`src/rtl/adder_pkg.sv`:
```
// Shared definitions for the add/sub/compare datapath and its arbiter.
//   OP_*        : 2-bit operation encodings seen on reqN_op
//   WIDTH_DEF   : default operand/result width
//   rspState_t  : occupancy of the one-entry output register
//   isSubOp()   : adder runs in subtract mode for SUB and CMP
package adder_pkg;

  localparam int WIDTH_DEF = 32;

  localparam logic [1:0] OP_ADD = 2'b00;
  localparam logic [1:0] OP_SUB = 2'b01;
  localparam logic [1:0] OP_CMP = 2'b10;
  localparam logic [1:0] OP_RSV = 2'b11;  // reserved, executes as ADD

  typedef enum logic {
    EMPTY = 1'b0,
    FULL  = 1'b1
  } rspState_t;

  function automatic logic isSubOp(input logic [1:0] op);
    return (op == OP_SUB) || (op == OP_CMP);
  endfunction

endpackage

```
`src/rtl/adder.sv`:
```
// Shared add/subtract unit.
//   a, b : operands
//   sub  : 1 = a-b, 0 = a+b (modulo 2^WIDTH, carry discarded)
//   sum  : result
module Adder #(
  parameter int WIDTH = 32
) (
  input  logic [WIDTH-1:0] a,
  input  logic [WIDTH-1:0] b,
  input  logic             sub,
  output logic [WIDTH-1:0] sum
);

  // Two's-complement subtract: invert b and inject the +1 as carry-in.
  assign sum = a + (sub ? ~b : b) + {{(WIDTH-1){1'b0}}, sub};

endmodule

```
`src/rtl/adder_arbiter_rr_arbiter2.sv`:
```
// Two-requester round-robin arbiter.
//   clk, rst_n : clock, synchronous active-low reset
//   req[1:0]   : request vector
//   enable     : grants may be issued this cycle
//   gnt[1:0]   : one-hot grant (all zero when disabled or idle)
// prio names the port that wins the next tie; it flips to the other port on
// every grant, so a lone requester also toggles it harmlessly.
module rr_arbiter2 (
  input  logic       clk,
  input  logic       rst_n,
  input  logic [1:0] req,
  input  logic       enable,
  output logic [1:0] gnt
);

  logic prio;

  always_comb begin
    gnt = 2'b00;
    if (enable) begin
      if (req == 2'b11) gnt = prio ? 2'b10 : 2'b01;
      else              gnt = req;
    end
  end

  always_ff @(posedge clk) begin
    if (!rst_n)    prio <= 1'b0;
    else if (|gnt) prio <= gnt[0];  // port 0 won -> port 1 next, and vice versa
  end

endmodule

```
`src/rtl/adder_arbiter.sv`:
```
// Round-robin sharing of one add/sub/compare datapath between two requesters.
//   clk, rst_n                      : clock, synchronous active-low reset
//   reqN_valid/op/a/b, reqN_ready   : requester N, handshake valid & ready
//   rsp_valid/id/result/gt/eq       : one-entry output register
//   rsp_ready                       : consumer takes the held result
//   flags_gt, flags_eq              : flags from the last accepted CMP
// The output register may drain and refill on the same edge, so a
// continuously ready consumer sees one result per cycle.
module adder_arbiter
  import adder_pkg::*;
#(
  parameter int WIDTH = WIDTH_DEF
) (
  input  logic             clk,
  input  logic             rst_n,
  input  logic             req0_valid,
  input  logic [1:0]       req0_op,
  input  logic [WIDTH-1:0] req0_a,
  input  logic [WIDTH-1:0] req0_b,
  output logic             req0_ready,
  input  logic             req1_valid,
  input  logic [1:0]       req1_op,
  input  logic [WIDTH-1:0] req1_a,
  input  logic [WIDTH-1:0] req1_b,
  output logic             req1_ready,
  output logic             rsp_valid,
  output logic             rsp_id,
  output logic [WIDTH-1:0] rsp_result,
  output logic             rsp_gt,
  output logic             rsp_eq,
  input  logic             rsp_ready,
  output logic             flags_gt,
  output logic             flags_eq
);

  rspState_t        state;
  logic             canAccept;
  logic [1:0]       gnt;
  logic             accept;
  logic             selId;
  logic [1:0]       selOp;
  logic [WIDTH-1:0] selA, selB, diff;
  logic             isCmp, cmpEq, cmpGt;

  assign rsp_valid = (state == FULL);
  assign canAccept = (state == EMPTY) || rsp_ready;

  // Gating with rst_n keeps both readies low during the reset cycle.
  rr_arbiter2 uArb (
    .clk    (clk),
    .rst_n  (rst_n),
    .req    ({req1_valid, req0_valid}),
    .enable (canAccept && rst_n),
    .gnt    (gnt)
  );

  assign req0_ready = gnt[0];
  assign req1_ready = gnt[1];
  assign accept     = |gnt;

  // Operand mux is steered by the grant only; operands never reach ready.
  assign selId = gnt[1];
  assign selOp = selId ? req1_op : req0_op;
  assign selA  = selId ? req1_a  : req0_a;
  assign selB  = selId ? req1_b  : req0_b;

  Adder #(.WIDTH(WIDTH)) uAdder (
    .a   (selA),
    .b   (selB),
    .sub (isSubOp(selOp)),
    .sum (diff)
  );

  // Sign of the raw difference, no overflow correction.
  assign isCmp = (selOp == OP_CMP);
  assign cmpEq = (diff == '0);
  assign cmpGt = !diff[WIDTH-1] && !cmpEq;

  always_ff @(posedge clk) begin
    if (!rst_n) begin
      state      <= EMPTY;
      rsp_id     <= 1'b0;
      rsp_result <= '0;
      rsp_gt     <= 1'b0;
      rsp_eq     <= 1'b0;
      flags_gt   <= 1'b0;
      flags_eq   <= 1'b0;
    end else if (accept) begin
      state      <= FULL;
      rsp_id     <= selId;
      rsp_result <= diff;
      rsp_gt     <= isCmp && cmpGt;
      rsp_eq     <= isCmp && cmpEq;
      if (isCmp) begin
        flags_gt <= cmpGt;
        flags_eq <= cmpEq;
      end
    end else if (rsp_ready) begin
      // Drain only; data registers keep their stale contents.
      state <= EMPTY;
    end
  end

endmodule

```
`config.mk`:
```
export PLATFORM = sky130hd
export DESIGN_NAME = adder_arbiter
export DESIGN_NICKNAME = d
export VERILOG_FILES = /design/src/rtl/adder_pkg.sv /design/src/rtl/adder.sv /design/src/rtl/adder_arbiter_rr_arbiter2.sv /design/src/rtl/adder_arbiter.sv
export SDC_FILE = /design/constraint.sdc
export NUM_CORES = 1
export LEC_CHECK = 0
export BUFFER_PORTS_ARGS = -buffer_cell sky130_fd_sc_hd__buf_4
export CORE_MARGIN = 2
export CORE_UTILIZATION = 56
export DETAILED_ROUTE_END_ITERATION = 16
export PLACE_DENSITY = 0.95
export SLEW_MARGIN = 10
export SYNTH_ARGS = -nofsm -noshare
export SYNTH_HDL_FRONTEND = slang
export SYNTH_SLANG_ARGS = --single-unit
export TNS_END_PERCENT = 30
```
`constraint.sdc`:
```
create_clock -name clk -period 11.3 [get_ports clk]
set_input_delay 0 -clock clk [delete_from_list [all_inputs] [get_ports clk]]
set_output_delay 0 -clock clk [all_outputs]
set_load 0.05 [all_outputs]
```
==> results of run 1 <==
[where the power goes]
| group | internal (mW) | total (mW) | leakage (nW) | switching (mW) |
|---|---|---|---|---|
| logic | 0.302 | 0.796 | 2.81 | 0.494 |
| clock network | 0.0432 | 0.0889 | 0.0422 | 0.0456 |
| registers | 0.160 | 0.173 | 0.320 | 0.0130 |
[per-layer routing]
| metal | wire [um] | vias up |
|---|---|---|
| met5 | 0 | - |
| met4 | 307 | 0 |
| met1 | 6480 | 2667 |
| li1 | - | 2940 |
| met3 | 1140 | 33 |
| met2 | 6750 | 301 |
[worst max-delay path by stage]
| stage | startpoint | to | slack, ps | cells after the start |
|---|---|---|---|---|
| after global routing | rsp_valid$_SDFFE_PN0P_ | rsp_gt$_SDFFE_PN0P_ | 4970 | 20 |
| final | rsp_valid$_SDFFE_PN0P_ | rsp_eq$_SDFFE_PN0P_ | 5470 | 20 |
| after detailed placement | rsp_valid$_SDFFE_PN0P_ | rsp_eq$_SDFFE_PN0P_ | 5510 | 20 |
| after CTS | rsp_valid$_SDFFE_PN0P_ | rsp_eq$_SDFFE_PN0P_ | 5480 | 20 |
| after global placement | uArb.prio$_SDFFE_PN0P_ | flags_gt$_SDFFE_PN0P_ | 5650 | 20 |
| after floorplan | rsp_valid$_SDFFE_PN0P_ | flags_gt$_SDFFE_PN0P_ | 5990 | 20 |
[sequential cells by signal, summed over array words and instances (netlist names)]
name        count
rsp_result     32
flags_eq        1
flags_gt        1
rsp_eq          1
rsp_gt          1
rsp_id          1
rsp_valid       1
uArb.prio       1
[stage by stage]
step	worst slack, ps	std cells
floorplan	5990	730
global placement	5650	979
detailed placement	5510	979
CTS	5480	987
global route	4970	987
finish	5470	987
[worst register-to-register path: stages, from the launching register on]
cell and delay [ps]:
dfxtp_1 360, nand2b_1 180, nand4_4 140, buf_4 650, inv_1 130, buf_4 300
mux2i_1 180, ha_1 360, clkinv_1 90, buf_4 410, xnor2_1 150, ha_1 480
and3_1 240, a221oi_2 80, nor4_1 720, nor3_1 140, xnor2_1 220, or3_1 400
nor4_2 270, nand4_1 170, nand2_1 100
[final cells by class]
class	count	area (um^2)
inverter	7	26.3
multi-input combinational	642	4180
tap	111	139
timing repair buffer	180	1350
sequential	39	781
clock buffer	7	76.3
fill	749	2550
clock inverter	1	5.00
[cell families after synthesis]
kind of cell | Yosys count | synth area share [%]
AO/OA/AOI/OAI | 201 | 27.5
XOR/XNOR | 49 | 8.27
adder cells (fa/ha/maj) | 32 | 7.86
buffers and inverters | 49 | 4.54
flip-flops | 39 | 15.1
multiplexers | 35 | 7.04
AND/OR/NAND/NOR | 325 | 29.7
[synthesized netlist by cell type, drive strengths merged, types with 8 or more instances]
cell type  instances  area (um^2)
nand4              9         62.6
dfxtp             39          781
clkbuf            26          108
a21boi            23          173
or3                8         56.3
a21o              21          168
xnor2             37          324
nand2            167          629
o21ai             40          204
a21oi             38          216
nor3              13         70.1
xor2              12          105
ha                31          388
nand3             22          110
and2              12         75.1
mux2i             33          343
buf               16          101
nor2              45          169
a211oi            20          155
and3               9         58.8
==> results.cfg, run 1 <==
[clocking]
clk_path_buf_depth = 2
cts_hold_buffers = 0
cts-root-buf = clkbuf_8
post_cts_resized = 0
cts_buffers = 5
cts_tree = done
ctsHtreeMaxLevel = 2
post_cts_buffers = 0
clk_latency_ps = 290
cts_sinks = 39
clkTransAtPathRegs_ps = 70

[placement]
placed_cell_area_mm2 = 0.00648
dp_hpwl_um = 11900
portBuffers = 176
gp_congestion = 0.951

[critical_path]
arrival_ps = 6060
start_kind = register
path_buf_inv = 5
reg2reg_depth = 20
r2r_slack_ps = 5470
cp.required_ps = 11540
cp-end-kind = register
max_stage_delay_ps = 720
cp_slowest_cell = nor4_1
r2r-end = rsp_eq$_SDFFE_PN0P_
reg2reg_from = rsp_valid$_SDFFE_PN0P_
crit_type = reg2reg
cp_common_cell = buf_4
worst-path-max-fanout = 71
cp_top_family = simple AND/OR/NAND/NOR gates
crit_chain = nand2b_1, nand4_4, buf_4, inv_1, buf_4, mux2i_1, ha_1, clkinv_1, buf_4, xnor2_1, ha_1, and3_1, a221oi_2, nor4_1, nor3_1, xnor2_1, or3_1, nor4_2, nand4_1, nand2_1

[drt]
ant_nets = 0
vias = 5941
firstDrtPassIters = 5
post_drt_wl_per_cell_um = 14.9
wl_um = 14700
drc = 0
viasPerCell = 6.02
drt_iter0_drc = 441

[yosys]
ys_async_sr_fraction_pct = 0
ys_ff_latch = 39
synth_cell_types = 87
synth_ff_type = dfxtp_1
synth_edf_count = 0
ys_warn_count = 0
synth_area_mm2 = 0.00519
netlist_instances = 730
syn_avg_cell_area_um2 = 7.10
ys_seq_area_share_pct = 15.1
syn-num-nets = 899

[sta]
timing.fmax_mhz = 172
hold_violations = 0
rsz0062_at_grt = false
drv_slew = 0
clock_skew_ps = 3.94
tightestPinTransition_ps = 895
fin_crit_sh_pct = 51.6
hold_ws_ps = 80.8
period_needed_ps = 5830
tns_ps = 0
slew-limit-headroom_pct = 40.4
setup_violations = 0

[outcome]
outcome = finished, final reports clean

[min_path]
hold_depth = 4
worst_hold_path.endpoint = rsp_result[0]$_SDFFE_PN0P_
worstHoldStart = req1_a[0]
hp-class = in2reg

[pwr]
finalPower_mw = 1.06
vdd.ir_drop.worst_uv = 76.4
powerDensity_mw_per_mm2 = 161
p_leak_nw = 3.18

[final_layout]
antenna_cells = 0
final_nets = 1044
utilization_pct = 72.0
mostFrequentLayoutCell = buf_4
final_cell_mix = buf_4 (180), nand2_1 (166), nor2_1 (45), dfxtp_1 (39), xnor2_1 (37)
area_growth_pct = 26.4
fin_area_mm2 = 0.00656
final_layout_size_suffix_gt1_share_pct = 25.1

[die]
die-area_mm2 = 0.0100
dieHeight_um = 100
core_mm2 = 0.00911
initial_core_util_pct = 56.9
die_w_um = 100
io-pin-count = 177
num_rows = 35

[global_route]
busiest_layer = met2
grt_pass1_vias = 5446
grt_first_pass_wirelength_um = 23900
gr-usage-met1_pct = 38.5
grt_start_max_net_pins = 72
grt.met3_usage_pct = 2.44
gr-total-overflow = 0
grt_usage_pct = 28.3
antenna_found_initial = 0
use_met2_pct = 46.8

[flow_run]
drv_cap = 0
No activity file was read; power rests on OpenSTA's default activity.
==> run 2: changes to the inputs <==
--- a/config.mk
+++ b/config.mk
@@ -7,9 +7,9 @@
 export LEC_CHECK = 0
 export BUFFER_PORTS_ARGS = -buffer_cell sky130_fd_sc_hd__buf_4
 export CORE_MARGIN = 2
-export CORE_UTILIZATION = 56
+export CORE_UTILIZATION = 52
 export DETAILED_ROUTE_END_ITERATION = 16
-export PLACE_DENSITY = 0.95
+export PLACE_DENSITY = 0.89
 export SLEW_MARGIN = 10
 export SYNTH_ARGS = -nofsm -noshare
 export SYNTH_HDL_FRONTEND = slang
==> constraint.sdc (replaced) <==
create_clock -name clk -period 5.81 [get_ports clk]
set_input_delay 0 -clock clk [delete_from_list [all_inputs] [get_ports clk]]
set_output_delay 0 -clock clk [all_outputs]
set_load 0.05 [all_outputs]
==> results.cfg, run 2 (synthesis results as in run 1) <==
[placement]
dp_hpwl_um = 12000
placed_cell_area_mm2 = 0.00653
gp_congestion = 1.00
portBuffers = 176
pre_cts_ws_ps = 576

[critical_path]
crit_type = reg2reg
start_kind = register
cp.required_ps = 5980
cp-end-kind = register
reg2reg_from = rsp_valid$_SDFFE_PN0P_
worst-path-max-fanout = 23
arrival_ps = 5560
critPathLaunch = rsp_valid$_SDFFE_PN0P_

[clocking]
post_cts_resized = 0
cts_sinks = 39
post_cts_buffers = 0
cts_buffers = 5
clk_path_buf_depth = 2
cts_hold_buffers = 0
clkTransAtPathRegs_ps = 70
cts_tree = done
cts-root-buf = clkbuf_8
clk_latency_ps = 290
ctsHtreeMaxLevel = 2

[final_layout]
largest_reg_flops = 32
fin_area_mm2 = 0.00666
utilization_pct = 68.5
final_nets = 1046
largest_register = rsp_result
antenna_cells = 0
final_layout_size_suffix_gt1_share_pct = 25.4
mostFrequentLayoutCell = buf_4
final_cell_mix = buf_4 (181), nand2_1 (166), nor2_1 (45), dfxtp_1 (39), xnor2_1 (37)
area_growth_pct = 28.5

[sta]
clock_skew_ps = 1.88
finalWorstSetupSlack_ps = 418
timing.fmax_mhz = 185
drv_slew = 0
tns_ps = 0
tightestPinTransition_ps = 880
hold_violations = 0
setup_violations = 0
rsz0062_at_grt = false
fin_crit_sh_pct = 92.8
slew-limit-headroom_pct = 40.8
period_needed_ps = 5390

[min_path]
hp-class = in2reg
worstHoldStart = req1_a[0]

[pwr]
vdd.ir_drop.worst_uv = 174
powerDensity_mw_per_mm2 = 326
p_leak_nw = 3.21

[die]
core_mm2 = 0.00973
dieHeight_um = 104
io-pin-count = 177
die-area_mm2 = 0.0108
initial_core_util_pct = 53.3
num_rows = 36
die_w_um = 104

[drt]
drt_iter0_drc = 471
ant_nets = 0
wl_um = 15000
post_drt_wl_per_cell_um = 14.9
firstDrtPassIters = 5
viasPerCell = 5.82
vias = 5882
drc = 0

[global_route]
grt_pass1_vias = 5342
grt_first_pass_wirelength_um = 24700
antenna_found_initial = 0
grt_usage_pct = 26.8
gr-total-overflow = 0
grt_start_max_net_pins = 45

[outcome]
outcome = finished, final reports clean

[flow_run]
drv_cap = 0
run 2: critical path, cell delays in order, from the launching register on:
cell	delay [ps]
dfxtp_1	320
nand2b_1	220
nand4_4	150
inv_1	80
buf_4	230
mux2i_1	120
ha_1	380
clkinv_1	450
buf_12	360
xnor2_1	140
ha_1	440
a21oi_2	230
o211ai_1	100
a221oi_1	500
and3_1	290
a21oi_2	90
or4_4	500
a222oi_1	340
and4b_1	250
o21ai_1	60
run 2: layer usage:
| layer | up-vias | part of all wire, % | GRT usage [%] | wire (um) |
|---|---|---|---|---|
| met5 | - | 0 | 0 | 0 |
| met4 | 0 | 1.8 | 6.85 | 275 |
| met3 | 34 | 8.4 | 3.13 | 1260 |
| met2 | 301 | 46 | 45.1 | 6910 |
| met1 | 2613 | 44 | 36.5 | 6590 |
| li1 | 2934 | - | - | - |
run 2: path summary, 6_finish.rpt:
check / end / slack [ps] / cells past startpoint
worst min-delay path: rsp_result[0]$_SDFFE_PN0P_ / 60 / 4
worst max-delay path: flags_gt$_SDFFE_PN0P_ / 420 / 19
worst max register to register: flags_gt$_SDFFE_PN0P_ / 420 / 19
worst min register to register: rsp_id$_SDFFE_PN0P_ / 460 / 2
run 2: through the flow:
stage / instances / hold WS (ps) / power [mW]
2_1_floorplan: 730 / 221 / 1.48
5_1_grt: 1011 / 68.8 / 2.30
4_1_cts: 1011 / 57.7 / 2.13
3_3_place_gp: 1003 / 341 / 1.85
6_report: 1011 / 56.5 / 2.17
3_5_place_dp: 1003 / 358 / 1.86
run 2: layout make-up:
cell class | count | area [um^2]
clock buffers | 6 | 72.6
flip-flops and latches | 39 | 781
well taps | 133 | 166
inverters | 7 | 26.3
repair buffers | 182 | 1380
fillers | 857 | 3070
multi-input cells | 642 | 4180
clock inverters | 2 | 60.1
run 2: power by group:
part / internal [mW] / switching (mW) / total, mW
combinational: 0.591 / 0.978 / 1.57
sequential: 0.312 / 0.0242 / 0.336
clock: 0.172 / 0.0923 / 0.264
total: 1.07 / 1.09 / 2.17
